--- config.mk ---
export PLATFORM = sky130hd
export DESIGN_NAME = seq_gen_ctrl_flat
export DESIGN_NICKNAME = d
export VERILOG_FILES = /design/src/rtl/seq_gen_if.sv /design/src/rtl/seq_gen_ctrl.sv /design/src/flat_wrapper.sv
export SDC_FILE = /design/constraint.sdc
export NUM_CORES = 1
export LEC_CHECK = 0
export ABC_AREA = 1
export CORE_MARGIN = 5
export CORE_UTILIZATION = 30
export DETAILED_ROUTE_END_ITERATION = 8
export PLACE_DENSITY_LB_ADDON = 0.08
export REMOVE_ABC_BUFFERS = 1
export SLEW_MARGIN = 5
export SYNTH_ARGS = -nofsm -noshare
export SYNTH_HDL_FRONTEND = slang
export SYNTH_SLANG_ARGS = --single-unit
--- constraint.sdc ---
create_clock -name clk -period 5.6 [get_ports clk]
set_clock_uncertainty 0.2 [all_clocks]
set_input_delay 1.12 -clock clk [delete_from_list [all_inputs] [get_ports clk]]
set_output_delay 1.12 -clock clk [all_outputs]
set_load 0.01 [all_outputs]
--- src/rtl/seq_gen_if.sv ---
// seq_gen_if: command, table-config and status signals of seq_gen_ctrl
interface seq_gen_if #(parameter int W = 3, parameter int AW = 2);
    logic          start, pause, stop, cfg_we;
    logic [AW-1:0] cfg_addr;
    logic [W-1:0]  cfg_data, out;
    logic [AW:0]   cfg_len;
    logic [7:0]    cfg_reps;
    logic          out_valid, busy, done, cfg_err;
    modport master (output start, pause, stop, cfg_we, cfg_addr, cfg_data, cfg_len, cfg_reps,
                    input  out, out_valid, busy, done, cfg_err);
    modport slave  (input  start, pause, stop, cfg_we, cfg_addr, cfg_data, cfg_len, cfg_reps,
                    output out, out_valid, busy, done, cfg_err);
endinterface

--- src/rtl/seq_gen_ctrl.sv ---
// seq_gen_ctrl: plays a programmable pattern table for a set number of passes,
// with pause/resume/stop control and write protection while busy.
module seq_gen_ctrl #(parameter int DEPTH = 4, parameter int W = 3, parameter int AW = 2) (
    input logic clk,
    input logic rst,
    seq_gen_if.slave bus
);
    typedef enum logic [1:0] {IDLE, RUN, PAUSE, DONE} state_t;
    state_t        state;
    logic [W-1:0]  tab [DEPTH];
    logic [W-1:0]  run_tab [DEPTH];
    logic [AW-1:0] idx;
    logic [AW:0]   len, len_eff;
    logic [7:0]    pass, reps;
    logic          last_ent, last_pass, wr_ok;
    function automatic logic [W-1:0] def_val(input int i);
        return i == 0 ? W'(0) : i == 1 ? W'(2) : i == 2 ? W'(3) : i == 3 ? W'(5) : W'(0);
    endfunction
    always_comb begin
        len_eff   = (bus.cfg_len == '0 || bus.cfg_len > (AW+1)'(DEPTH)) ? (AW+1)'(DEPTH) : bus.cfg_len;
        last_ent  = {1'b0, idx} == len - (AW+1)'(1);
        last_pass = reps != 8'd0 && pass + 8'd1 == reps;
        wr_ok     = bus.cfg_we && !bus.busy && 32'(bus.cfg_addr) < DEPTH;
    end
    // run_tab is snapshotted at launch so a coincident write only affects later runs
    always_ff @(posedge clk or posedge rst) begin
        if (rst) begin
            state         <= IDLE;
            idx           <= '0;
            pass          <= '0;
            len           <= (AW+1)'(DEPTH);
            reps          <= '0;
            bus.out       <= '0;
            bus.out_valid <= 1'b0;
            bus.busy      <= 1'b0;
            bus.done      <= 1'b0;
            bus.cfg_err   <= 1'b0;
            for (int i = 0; i < DEPTH; i++) begin
                tab[i]     <= def_val(i);
                run_tab[i] <= def_val(i);
            end
        end else begin
            bus.done      <= 1'b0;
            bus.out_valid <= 1'b0;
            bus.cfg_err   <= bus.cfg_we && bus.busy;
            if (wr_ok) tab[bus.cfg_addr] <= bus.cfg_data;
            if (bus.stop) begin
                state    <= IDLE;
                bus.busy <= 1'b0;
            end else begin
                case (state)
                    IDLE, DONE: begin
                        bus.done <= state == DONE;
                        state    <= bus.start ? RUN : IDLE;
                        bus.busy <= bus.start;
                        if (bus.start) begin
                            idx     <= '0;
                            pass    <= '0;
                            len     <= len_eff;
                            reps    <= bus.cfg_reps;
                            run_tab <= tab;
                        end
                    end
                    RUN: begin
                        if (bus.pause && !bus.start) state <= PAUSE;
                        else begin
                            bus.out       <= run_tab[idx];
                            bus.out_valid <= 1'b1;
                            idx           <= last_ent ? '0 : idx + AW'(1);
                            if (last_ent) begin
                                pass <= pass == 8'hff ? pass : pass + 8'd1;
                                if (last_pass) begin
                                    state    <= DONE;
                                    bus.busy <= 1'b0;
                                end
                            end
                        end
                    end
                    PAUSE: state <= bus.start ? RUN : PAUSE;
                    default: state <= IDLE;
                endcase
            end
        end
    end
endmodule

--- src/flat_wrapper.sv ---
// flat-port wrapper written by rule: the top's interface ports become plain ports
module seq_gen_ctrl_flat 
#(parameter int DEPTH = 4, parameter int W = 3, parameter int AW = 2)
  (clk, rst, bus_start, bus_pause, bus_stop, bus_cfg_we, bus_cfg_addr, bus_cfg_data, bus_cfg_len, bus_cfg_reps, bus_out, bus_out_valid, bus_busy, bus_done, bus_cfg_err);
  seq_gen_if #(.W(W), .AW(AW)) bus_i ();
  input logic clk;
  input logic rst;
  input wire logic [$bits(bus_i.start)-1:0] bus_start;
  input wire logic [$bits(bus_i.pause)-1:0] bus_pause;
  input wire logic [$bits(bus_i.stop)-1:0] bus_stop;
  input wire logic [$bits(bus_i.cfg_we)-1:0] bus_cfg_we;
  input wire logic [$bits(bus_i.cfg_addr)-1:0] bus_cfg_addr;
  input wire logic [$bits(bus_i.cfg_data)-1:0] bus_cfg_data;
  input wire logic [$bits(bus_i.cfg_len)-1:0] bus_cfg_len;
  input wire logic [$bits(bus_i.cfg_reps)-1:0] bus_cfg_reps;
  output wire logic [$bits(bus_i.out)-1:0] bus_out;
  output wire logic [$bits(bus_i.out_valid)-1:0] bus_out_valid;
  output wire logic [$bits(bus_i.busy)-1:0] bus_busy;
  output wire logic [$bits(bus_i.done)-1:0] bus_done;
  output wire logic [$bits(bus_i.cfg_err)-1:0] bus_cfg_err;
  assign bus_i.start = bus_start;
  assign bus_i.pause = bus_pause;
  assign bus_i.stop = bus_stop;
  assign bus_i.cfg_we = bus_cfg_we;
  assign bus_i.cfg_addr = bus_cfg_addr;
  assign bus_i.cfg_data = bus_cfg_data;
  assign bus_i.cfg_len = bus_cfg_len;
  assign bus_i.cfg_reps = bus_cfg_reps;
  assign bus_out = bus_i.out;
  assign bus_out_valid = bus_i.out_valid;
  assign bus_busy = bus_i.busy;
  assign bus_done = bus_i.done;
  assign bus_cfg_err = bus_i.cfg_err;
  seq_gen_ctrl #(.DEPTH(DEPTH), .W(W), .AW(AW)) u_core (.clk(clk), .rst(rst), .bus(bus_i));
endmodule
Word level (Yosys, flattened, before mapping)
Index checks and enable logic that the tools add are counted.
{ "totals": {"output_inout_bits": 7, "word_cells": 97, "register_bits": 54} }
{ "classes": {"bitwise": 4, "n_lt_le_gt_ge": 4, "add_sub_neg": 3, "n_reduce_logical": 20, "muxes": 33, "eq_ne": 15} }
{ "ops": {"columns": ["operator", "count"], "rows": [
  ["two-way mux 8 bit", 4],
  ["two-way mux 2 bit", 8],
  ["one-hot mux 8 bit (2 select lines)", 1],
  ["bitwise mux 12 bit", 1],
  ["two-way mux 3 bit", 4],
  ["two-way mux 1 bit", 10],
  ["adder 8 x 1 -> 8 bit, second input constant", 1],
  ["== test 8 bit", 1],
  ["== test 8 bit, second input constant", 1],
  ["inequality test 4 x 2 -> 1 bit, second input constant", 2],
  ["AND reduction 4 bit", 2],
  ["nonzero test 8 bit", 1],
  ["binary-select mux 3 bit (select 2 bit)", 1],
  ["demux 3 bit (select 2 bit)", 1],
  [">= comparator 3 bit, second input constant", 2],
  ["inequality test 2 bit, second input constant", 3],
  ["inequality test 3 x 2 -> 1 bit, second input constant", 2],
  ["inverter 2 -> 3 bit", 2],
  ["one-hot mux 2 bit (3 select lines)", 1],
  ["AND reduction 3 bit", 2],
  ["AND reduction 6 bit", 1],
  ["logical AND 1 bit", 5],
  ["== test 2 bit, second input constant", 2],
  ["one-hot mux 2 bit (2 select lines)", 1],
  ["18 further kinds", 20]
]} }

Depth between registers and ports, before layout
Gate-level depths: netlist of run 1.
{ "depth": {"depth_word": 8, "depth_mapped": 14} }

Worst setup path after synthesis of run 1
Ideal clock, no wire load.
{ "synth_timing": {"path_type": "input to register", "from": "input bus_pause", "to": "register u_core.pass[7]", "cell_stages": 9, "n_path_buf": 0, "t_required_ps": 5273, "setup_slack_ps": 3298, "arrival_time_ps": 1975, "setup_ps": 127, "path_cell_list": "inv_1 nor2_1 nor2_2 a21oi_2 nor2_4 o21ai_2 nor2_8 nand2_4 o22ai_1"} }
{ "synth_between": {"elab_chain_len": 3} }
{ "synth_lines": {"columns": ["element", "line", "text"], "rows": [
  ["from (decl)", "flat_wrapper.sv:9", "input wire logic [$bits(bus_i.pause)-1:0] bus_pause;"],
  ["logical AND 1 bit", "seq_gen_ctrl.sv:65", "if (bus.pause && !bus.start) state <= PAUSE;"],
  ["inequality test 2 bit (no line)", null, null],
  ["AND reduction 6 bit (no line)", null, null],
  ["to (signal assigned)", "seq_gen_ctrl.sv:71", "pass <= pass == 8'hff ? pass : pass + 8'd1;"],
  ["to (decl)", "seq_gen_ctrl.sv:14", "logic [7:0] pass, reps;"]
]} }
No other way between the ends.
A chain may end at the register's enable or synchronous reset.

Worst setup path in the final report of run 1
{ "layout_timing": {"from": "input bus_stop", "to": "register u_core.len[2]"} }
{ "layout_between": {"elab_chain_len": 2} }
{ "layout_lines": {"columns": ["element", "line", "text"], "rows": [
  ["from (decl)", "flat_wrapper.sv:10", "input wire logic [$bits(bus_i.stop)-1:0] bus_stop;"],
  ["inverter 1 bit (no line)", null, null],
  ["AND reduction 3 bit (no line)", null, null],
  ["to (signal assigned)", "seq_gen_ctrl.sv:31", "len <= (AW+1)'(DEPTH);"],
  ["to (signal assigned)", "seq_gen_ctrl.sv:59", "len <= len_eff;"],
  ["to (decl)", "seq_gen_ctrl.sv:13", "logic [AW:0] len, len_eff;"]
]} }
No other way between the ends.

==> results of run 1 <==
[worst max-delay path by stage]
stage	startpoint	end	slack, ps	depth (start not counted)
after floorplan	bus_stop	u_core.len[2]$_DFFE_PP1P_	2490	5
after global placement	bus_stop	u_core.reps[1]$_DFFE_PP0P_	2600	8
after detailed placement	bus_stop	u_core.reps[1]$_DFFE_PP0P_	2570	8
after CTS	bus_stop	u_core.len[2]$_DFFE_PP1P_	2900	7
after global routing	bus_stop	u_core.len[2]$_DFFE_PP1P_	2730	7
final	bus_stop	u_core.len[2]$_DFFE_PP1P_	2940	7
[flip-flops by register name, indices dropped and copies added (netlist names)]
name	cells
u_core.state	2
u_core.tab	12
u_core.pass	8
u_core.run_tab	12
u_core.bus.out_valid	1
u_core.reps	8
u_core.idx	2
u_core.bus.done	1
u_core.len	3
u_core.bus.busy	1
u_core.bus.out	3
u_core.bus.cfg_err	1
[where the power goes]
part,leakage [nW],switching (mW),internal [mW],total [mW]
logic,0.812,0.222,0.166,0.389
registers,0.669,0.0926,0.528,0.621
clock network,0.0514,0.133,0.134,0.266
[cell usage after synthesis (3+ instances only)]
master	n
nand2_1	113
dfrtp_1	43
inv_1	41
o21ai_0	33
nor2_1	26
nand3_1	23
dfstp_2	11
a21oi_1	7
ha_1	6
o22ai_1	6
clkbuf_1	5
a31oi_1	3
[cell usage in the layout (no fill, tap or decap), types with 3 or more instances in the layout]
cell | synthesis | routed
a31oi_1 | 3 | 3
inv_1 | 41 | 40
a21oi_1 | 7 | 7
ha_1 | 6 | 6
o21ai_0 | 33 | 33
dfstp_2 | 11 | 11
nor2_1 | 26 | 25
clkbuf_8 | 0 | 5
nand3_1 | 23 | 23
nor2_2 | 2 | 3
o22ai_1 | 6 | 6
clkdlybuf4s50_1 | 0 | 28
nand2_1 | 113 | 113
dfrtp_1 | 43 | 43
[area by class of cell]
cell class	instances	area, µm²	share of cell area
clock buffers	6	72.57	0.02235
flip-flops and latches	54	1365	0.4204
repair buffers	30	295.3	0.09094
multi-input cells	241	1184	0.3645
clock inverters	2	37.54	0.01156
well taps	108	135.1	0.04162
inverters	42	157.7	0.04855
[metrics by stage]
step	setup slack [ps]	instance area (µm²)
final	2938	3247
after global routing	2725	3247
after CTS	2899	3247
after detailed placement	2566	3137
after global placement	2605	3137
after floorplan	2485	2704
[kinds of logic (layout without fill, tap and decap cells)]
kind of cell / after synthesis / count (layout)
flops: 54 / 54
xor+xnor: 2 / 2
simple gates: 179 / 179
compound gates: 54 / 54
fa+ha+maj: 6 / 6
buf+inv: 47 / 80
[metal layers]
metal	share of wire	GRT usage	up-vias
li1	-	-	1153
met1	0.45	0.1402	1033
met2	0.51	0.1975	26
met3	0.027	0.02200	6
met4	0.015	0.03562	0
met5	0	0	-
[worst max-delay path: stages]
cell and delay (ps):
clkdlybuf4s50_1 490, inv_1 130, nand2_1 80, nor2_2 80, buf_4 300, inv_1 270
o21ai_0 210
==> run_results.csv, run 1 <==
group,metric,value,unit
floorplan,coreArea,8763,µm²
grt,overflow,0,
drt,ant_nets,0,
final_layout,drive_above_1_share,0.09867,
clock_tree,path_clk_slew,100,ps
clock_tree,numCtsBuffers,5,
final_layout,n_fill_cell,953,
final_layout,nets,402,
placement,portBuffers,28,
placement,routabilityCongestion,0.8097,
clock_tree,h-tree-depth,2,
timing,fmax,0.3757,GHz
drt,route.vias.total,2218,
floorplan,rows,34,
power,vdd_drop_max,139.6,µV
timing,period_needed,2662,ps
synthesis,ys.flop_type,"dfrtp_1",
power,p_leak,1.532,nW
final_layout,fin_cells,483,
run,drv_cap,0,
floorplan,fp.dieW,105.3,µm
synthesis,yosys.area_share.xor_xnor,0.006434,
synthesis,yosys_warnings,0,
critical_path,cp.arrival,2690,ps
drt,wl,6112,µm
synthesis,ys_types,30,
drt,drc,0,
critical_path,rr_worst_depth,12,
synthesis,yosys-mux-area-fraction,0,
drt,first_pass_iters,4,
synthesis,synth_top_family_by_area,"simple AND/OR/NAND/NOR gates",
critical_path,path_class,"in2reg",
drt,wl_per_cell,12.65,µm
timing,setup_violations,0,
critical_path,regToRegSetupSlack,3420,ps
clock_tree,cts-root-buf,"clkbuf_8",
critical_path,worst_setup_path_start_kind,"primary input",
floorplan,start_util,0.3107,
synthesis,syn_inst,342,
synthesis,synth_area_leaders,"dfrtp_1 (40%), nand2_1 (16%), dfstp_2 (11%)",
synthesis,synthAdderAreaFrac,0.02757,
critical_path,critPathMaxFanout,33,
worst_hold_path,hold_end,"u_core.run_tab[0]$_DFFE_PP1P_",
synthesis,netlist_area,2723,µm²
synthesis,ys_seq_elements,54,
worst_hold_path,hold_start,"u_core.tab[0]$_DFFE_PP1P_",
timing,fin_crit_sh,0.4753,
timing,hold_viol_final,0,
final_layout,antenna_cells,0,
grt,grt_max_degree,34,
clock_tree,cts_resized,0,
synthesis,synthSimpleGateAreaFrac,0.2904,
clock_tree,cts.sinks,54,
timing,maxSlewHeadroom,0.6445,
grt,antenna_found_initial,0,
final_layout,syn_to_final_growth,19.26,%
clock_tree,clock_path_buffers,2,
floorplan,die_area,11080,µm²
timing,slew_viol_final,0,
critical_path,cp-end-kind,"flop",
clock_tree,cts_setup_buffers,0,
clock_tree,insertion_delay,300,ps
synthesis,yosysTopAreaCell,"dfrtp_1",
critical_path,worst_r2r_endpoint,"u_core.bus.busy$_DFFE_PP0P_",
timing,rsz0062_at_grt,"false",
grt,grt_pass1_wl,10380,µm
final_layout,postLayoutCoreUtil,0.3705,
timing,holdWs,271.3,ps
drt,drtIter0Drc,49,
critical_path,worstReg2RegStart,"u_core.pass[0]$_DFFE_PP0P_",
synthesis,postSynthAreaPerCell,7.961,µm²
worst_hold_path,hold_path.class,"reg2reg",
worst_hold_path,holdPathStages,2,
synthesis,synthDominantCellAreaShare,0.3952,
timing,setup_tns,0,ps
critical_path,required,5630,ps
floorplan,ioPinCount,29,
synthesis,synth_compound_area_frac,0.1094,
power,fin_total_pwr,1.276,mW
clock_tree,ctsHoldBuffers,0,
synthesis,synth_edf_count,0,
timing,tightest_slew,530.4,ps
synthesis,seq_area_frac_synth,0.5014,
clock_tree,cts_tree,"built",
status,status,"completed",
placement,hpwl,4593,µm
power,power_density,393.1,nW/µm²
grt,grt_pass1_vias,2169,
placement,dp_cells,475,
synthesis,async_flop_share,1.000,
floorplan,die_h,105.3,µm
grt,grt_use_total,0.1131,
drt,vias_per_cell,4.592,
Power figures use the tool's default switching activity.
==> run 2: changes to the inputs <==
==> constraint.sdc (replaced) <==
create_clock -name clk -period 2.6 [get_ports clk]
set_clock_uncertainty 0.2 [all_clocks]
set_input_delay 0.52 -clock clk [delete_from_list [all_inputs] [get_ports clk]]
set_output_delay 0.52 -clock clk [all_outputs]
set_load 0.01 [all_outputs]
==> run_results.csv, run 2 (synthesis results as in run 1) <==
group,metric,value,unit
status,status,"completed",
floorplan,die_area,11080,µm²
grt,grt_use_total,0.1133,
grt,grt_pass1_vias,2218,
timing,holdWs,267.5,ps
critical_path,critical_path.top_delay_family,"simple AND/OR/NAND/NOR gates",
power,p_switching,0.9716,mW
power,pwr-share-comb,0.327,
floorplan,coreArea,8763,µm²
timing,maxSlewHeadroom,0.6575,
placement,postPlaceCellArea,3172,µm²
power,vdd_drop_max,313.8,µV
placement,dp_cells,478,
power,p_int,1.712,mW
grt,grt_pass1_wl,10320,µm
critical_path,cp-end-kind,"flop",
timing,tightest_slew,508.4,ps
grt,antenna_found_initial,0,
critical_path,path_class,"reg2reg",
placement,portBuffers,28,
timing,period_needed,2208,ps
timing,slew_viol_final,0,
clock_tree,insertion_delay,320,ps
clock_tree,clock_path_buffers,2,
drt,route.vias.total,2179,
run,drv_cap,0,
drt,ant_nets,0,
final_layout,drive_above_1_share,0.1085,
floorplan,die_h,105.3,µm
power,power_frac_clock,0.185,
floorplan,rows,34,
critical_path,critical_path_buf_inv_count,0,
floorplan,fp.dieW,105.3,µm
timing,fin_crit_sh,0.8493,
clock_tree,cts_setup_buffers,0,
final_layout,antenna_cells,0,
final_layout,fin_cells,486,
power,p_leak,1.546,nW
critical_path,crit_chain,"ha_1 -> nand2_1 -> o21ai_0 -> nand2_1 -> nand2_1 -> nand2_1 -> nor2_1 -> nand3_1 -> nand2_1 -> nand2_1 -> nand2_1 -> nand2_1",
critical_path,worst_setup_path_start_kind,"flop",
timing,fmax,0.4528,GHz
power,power_frac_seq,0.488,
worst_hold_path,hold_path.class,"reg2reg",
power,swShare,0.3621,
drt,drtIter0Drc,39,
timing,hold_viol_final,0,
clock_tree,numCtsBuffers,5,
critical_path,critPathMaxFanout,7,
final_layout,final_area,3266,µm²
power,fin_total_pwr,2.683,mW
final_layout,syn_to_final_growth,19.94,%
critical_path,required,2610,ps
timing,fin_ws,391.7,ps
clock_tree,cts_resized,0,
grt,grt_max_degree,55,
critical_path,path_common_cell,"nand2_1",
drt,wl_per_cell,12.31,µm
final_layout,nets,405,
placement,hpwl,4539,µm
floorplan,ioPinCount,29,
drt,drc,0,
floorplan,start_util,0.3107,
timing,setup_violations,0,
clock_tree,ctsHoldBuffers,0,
final_layout,reg_top3,"u_core.run_tab (12), u_core.tab (12)",
clock_tree,cts.sinks,54,
drt,vias_per_cell,4.484,
placement,routabilityCongestion,0.8087,
final_layout,final_common_cell,"nand2_1",
timing,rsz0062_at_grt,"false",
critical_path,cp.arrival,2220,ps
critical_path,slowest_stage,"dfrtp_1",
clock_tree,cts_tree,"built",
clock_tree,h-tree-depth,2,
drt,first_pass_iters,4,
grt,overflow,0,
power,power_density,821.6,nW/µm²
clock_tree,path_clk_slew,100,ps
placement,dp_slack,246.9,ps
critical_path,crit_path_max_incr_delay,500,ps
clock_tree,cts-root-buf,"clkbuf_8",
final_layout,mostFrequentLayoutCells,"nand2_1 (113), dfrtp_1 (43), inv_1 (40), o21ai_0 (33), clkdlybuf4s50_1 (28)",
drt,wl,5981,µm
run 2: cell types whose count changed in the layout (fill, tap and decap cells not counted):
cell and change:
inv_6 +1, buf_4 +2, clkinv_4 +1, bufinv_16 -1, clkbuf_1 -1, buf_12 +1
run 2: through the flow:
step / util / TNS [ps]
floorplan: - / -527.5
global placement: 0.3619 / 0
detailed placement: 0.3619 / 0
CTS: 0.3726 / 0
global route: 0.3726 / 0
finish: 0.3726 / 0
run 2: cell type report:
type,instances,area [µm²]
Clock buffer,5,68.82
Clock inverter,3,25.02
Fill cell,943,5498
Inverter,42,157.7
Multi-Input combinational cell,241,1184
Sequential cell,54,1365
Tap cell,108,135.1
Timing Repair Buffer,33,330.3
run 2: final timing paths:
kind                                                     from                             to  slack [ps]  depth (start not counted)
max in group asynchronous                                 rst  u_core.run_tab[3]$_DFFE_PP1P_        1530                          3
min in group asynchronous                                 rst     u_core.reps[5]$_DFFE_PP0P_         350                          3
worst max-delay path               u_core.pass[0]$_DFFE_PP0P_    u_core.bus.busy$_DFFE_PP0P_         390                         12
worst min-delay path            u_core.run_tab[3]$_DFFE_PP1P_  u_core.run_tab[3]$_DFFE_PP1P_         270                          2
worst max register to register     u_core.pass[0]$_DFFE_PP0P_    u_core.bus.busy$_DFFE_PP0P_         390                         12
worst min register to register  u_core.run_tab[3]$_DFFE_PP1P_  u_core.run_tab[3]$_DFFE_PP1P_         270                          2
run 2: metal layers:
| metal | routed length [µm] | GRT usage | up-vias |
|---|---|---|---|
| met5 | 0 | 0 | - |
| met4 | 146 | 0.04658 | 0 |
| met3 | 130 | 0.02200 | 12 |
| met2 | 2984 | 0.1944 | 22 |
| met1 | 2720 | 0.1389 | 984 |
| li1 | - | - | 1161 |
run 2: worst reg2reg max path: cells and delay by family, from the launching register on:
family                   cells  cell delay, ps
flip-flops                   1             500
AO/OA/AOI/OAI                1             220
AND/OR/NAND/NOR             10             960
adder cells (fa/ha/maj)      1             250
run 2: power groups by stage:
| stage | clock [mW] | sequential, mW | combinational (mW) |
|---|---|---|---|
| after detailed placement | 0 | 1.33 | 0.900 |
| after CTS | 0.525 | 1.32 | 0.904 |
| after global placement | 0 | 1.33 | 0.891 |
| final | 0.496 | 1.31 | 0.877 |
| after floorplan | 0 | 1.31 | 0.592 |
| after global routing | 0.560 | 1.35 | 1.02 |
==> run 3: changes to the inputs <==
==> constraint.sdc (replaced) <==
create_clock -name clk -period 2.2 [get_ports clk]
set_clock_uncertainty 0.2 [all_clocks]
set_input_delay 0.44 -clock clk [delete_from_list [all_inputs] [get_ports clk]]
set_output_delay 0.44 -clock clk [all_outputs]
set_load 0.01 [all_outputs]
==> run_results.csv, run 3 (synthesis results as in run 1) <==
group,metric,value,unit
placement,routabilityCongestion,0.8055,
power,power_frac_seq,0.468,
clock_tree,path_clk_slew,100,ps
critical_path,critical_path_buf_inv_count,4,
final_layout,antenna_cells,0,
timing,fmax,0.4881,GHz
floorplan,start_util,0.3107,
final_layout,mostFrequentLayoutCells,"nand2_1 (112), dfrtp_1 (43), inv_1 (39), o21ai_0 (32), clkdlybuf4s50_1 (28)",
clock_tree,numCtsBuffers,5,
timing,tightest_slew,445.3,ps
critical_path,worstReg2RegStart,"u_core.state[0]$_DFFE_PP0P_",
clock_tree,cts.sinks,54,
critical_path,cp.depth,10,
critical_path,worst_setup_path_start_kind,"flop",
power,p_leak,1.612,nW
timing,holdWs,271.2,ps
critical_path,critical_path.top_delay_family,"buffers and inverters",
critical_path,cp.arrival,2050,ps
drt,route.vias.total,2258,
floorplan,coreArea,8763,µm²
critical_path,rr_worst_depth,10,
drt,drc,0,
critical_path,required,2200,ps
floorplan,die_h,105.3,µm
critical_path,crit_chain,"inv_1 -> ha_1 -> inv_2 -> o21ai_0 -> buf_4 -> nor2_4 -> o21ai_4 -> nor2_8 -> buf_4 -> o22ai_1",
floorplan,rows,34,
final_layout,postLayoutCoreUtil,0.3865,
status,status,"completed",
timing,rsz0062_at_grt,"false",
timing,maxSlewHeadroom,0.7028,
final_layout,n_fill_cell,961,
critical_path,path_class,"reg2reg",
power,power_density,970.9,nW/µm²
critical_path,slowest_stage,"dfrtp_1",
grt,grt_use_total,0.1152,
worst_hold_path,hold_path.class,"reg2reg",
power,p_switching,1.187,mW
final_layout,final_common_cell,"nand2_1",
final_layout,drive_above_1_share,0.1509,
floorplan,die_area,11080,µm²
floorplan,fp.dieW,105.3,µm
final_layout,nets,418,
drt,drtIter0Drc,61,
clock_tree,h-tree-depth,2,
grt,grt_pass1_wl,10470,µm
drt,vias_per_cell,4.525,
timing,setup_violations,0,
worst_hold_path,holdPathStages,2,
timing,slew_viol_final,0,
timing,setup_tns,0,ps
critical_path,crit_path_max_incr_delay,420,ps
grt,antenna_found_initial,0,
clock_tree,clock_path_buffers,2,
drt,first_pass_iters,4,
final_layout,syn_to_final_growth,24.40,%
drt,ant_nets,0,
final_layout,reg_top3,"u_core.run_tab (12), u_core.tab (12)",
floorplan,ioPinCount,29,
critical_path,critPathMaxFanout,5,
drt,wl_per_cell,12.36,µm
placement,hpwl,4600,µm
clock_tree,cts-root-buf,"clkbuf_8",
timing,fin_crit_sh,0.9312,
critical_path,cp-end-kind,"flop",
power,p_int,2.101,mW
power,swShare,0.3610,
power,power_frac_clock,0.178,
clock_tree,cts_tree,"built",
power,pwr-share-comb,0.354,
placement,portBuffers,28,
power,vdd_drop_max,282.8,µV
run,drv_cap,0,
timing,hold_viol_final,0,
timing,period_needed,2049,ps
critical_path,worstSetupStartpoint,"u_core.state[0]$_DFFE_PP0P_",
grt,grt_max_degree,55,
drt,wl,6166,µm
worst_hold_path,hold_start,"u_core.run_tab[3]$_DFFE_PP1P_",
critical_path,path_common_cell,"buf_4",
grt,grt_pass1_vias,2259,
grt,overflow,0,
clock_tree,insertion_delay,310,ps
-- run 3: layout make-up --
class / count / area [µm²] / area share
clock inverters: 3 / 26.28 / 0.007758
well taps: 108 / 135.1 / 0.03990
flip-flops and latches: 54 / 1365 / 0.4030
inverters: 42 / 160.2 / 0.04728
repair buffers: 46 / 427.9 / 0.1263
multi-input cells: 241 / 1204 / 0.3554
clock buffers: 5 / 68.82 / 0.02032
-- run 3: worst paths after layout --
check | end | slack [ps]
min reg2reg | u_core.run_tab[3]$_DFFE_PP1P_ | 270
min | u_core.run_tab[3]$_DFFE_PP1P_ | 270
max in group asynchronous | u_core.run_tab[3]$_DFFE_PP1P_ | 1220
max reg2reg | u_core.pass[6]$_DFFE_PP0P_ | 150
max | u_core.pass[6]$_DFFE_PP0P_ | 150
min in group asynchronous | u_core.bus.out[2]$_DFFE_PP0P_ | 290
-- run 3: repair_timing --
action,CTS,global route
endpoints found under the setup margin,0,9
endpoints found under the hold margin,0,0
gates resized for setup,0,8
setup buffers,0,5
hold buffers,0,0
-- run 3: layer usage --
layer	vias to the layer above	track usage	part of all wire
met1	1045	0.1440	0.46
met5	-	0	0
li1	1190	-	-
met3	6	0.02384	0.022
met2	17	0.2020	0.51
met4	0	0.03014	0.012
-- run 3: power by group through the flow --
stage	clock network, mW	logic [mW]	registers, mW
3_5_place_dp	0	1.12	1.56
5_1_grt	0.662	1.33	1.59
4_1_cts	0.620	1.13	1.54
6_report	0.586	1.16	1.54
3_3_place_gp	0	1.11	1.56
2_1_floorplan	0	0.699	1.55
-- run 3: worst register-to-register path, delay by kind of cell, from the launching register on --
kind | cells | cell delay (ps)
buffers and inverters | 4 | 440
DFF | 1 | 420
adders and majority gates | 1 | 350
and+or+nand+nor | 2 | 280
AOI/OAI and AO/OA | 3 | 240
-- run 3: metrics by stage --
stage          instance area, µm²  power (mW)  worst slack (ps)  cells
2_1_floorplan                2704       2.247            -477.8    337
3_3_place_gp                 3232       2.675             95.57    486
3_5_place_dp                 3232       2.687             46.46    486
4_1_cts                      3327       3.293             48.59    494
5_1_grt                      3387       3.581             5.994    499
6_report                     3387       3.288             151.3    499
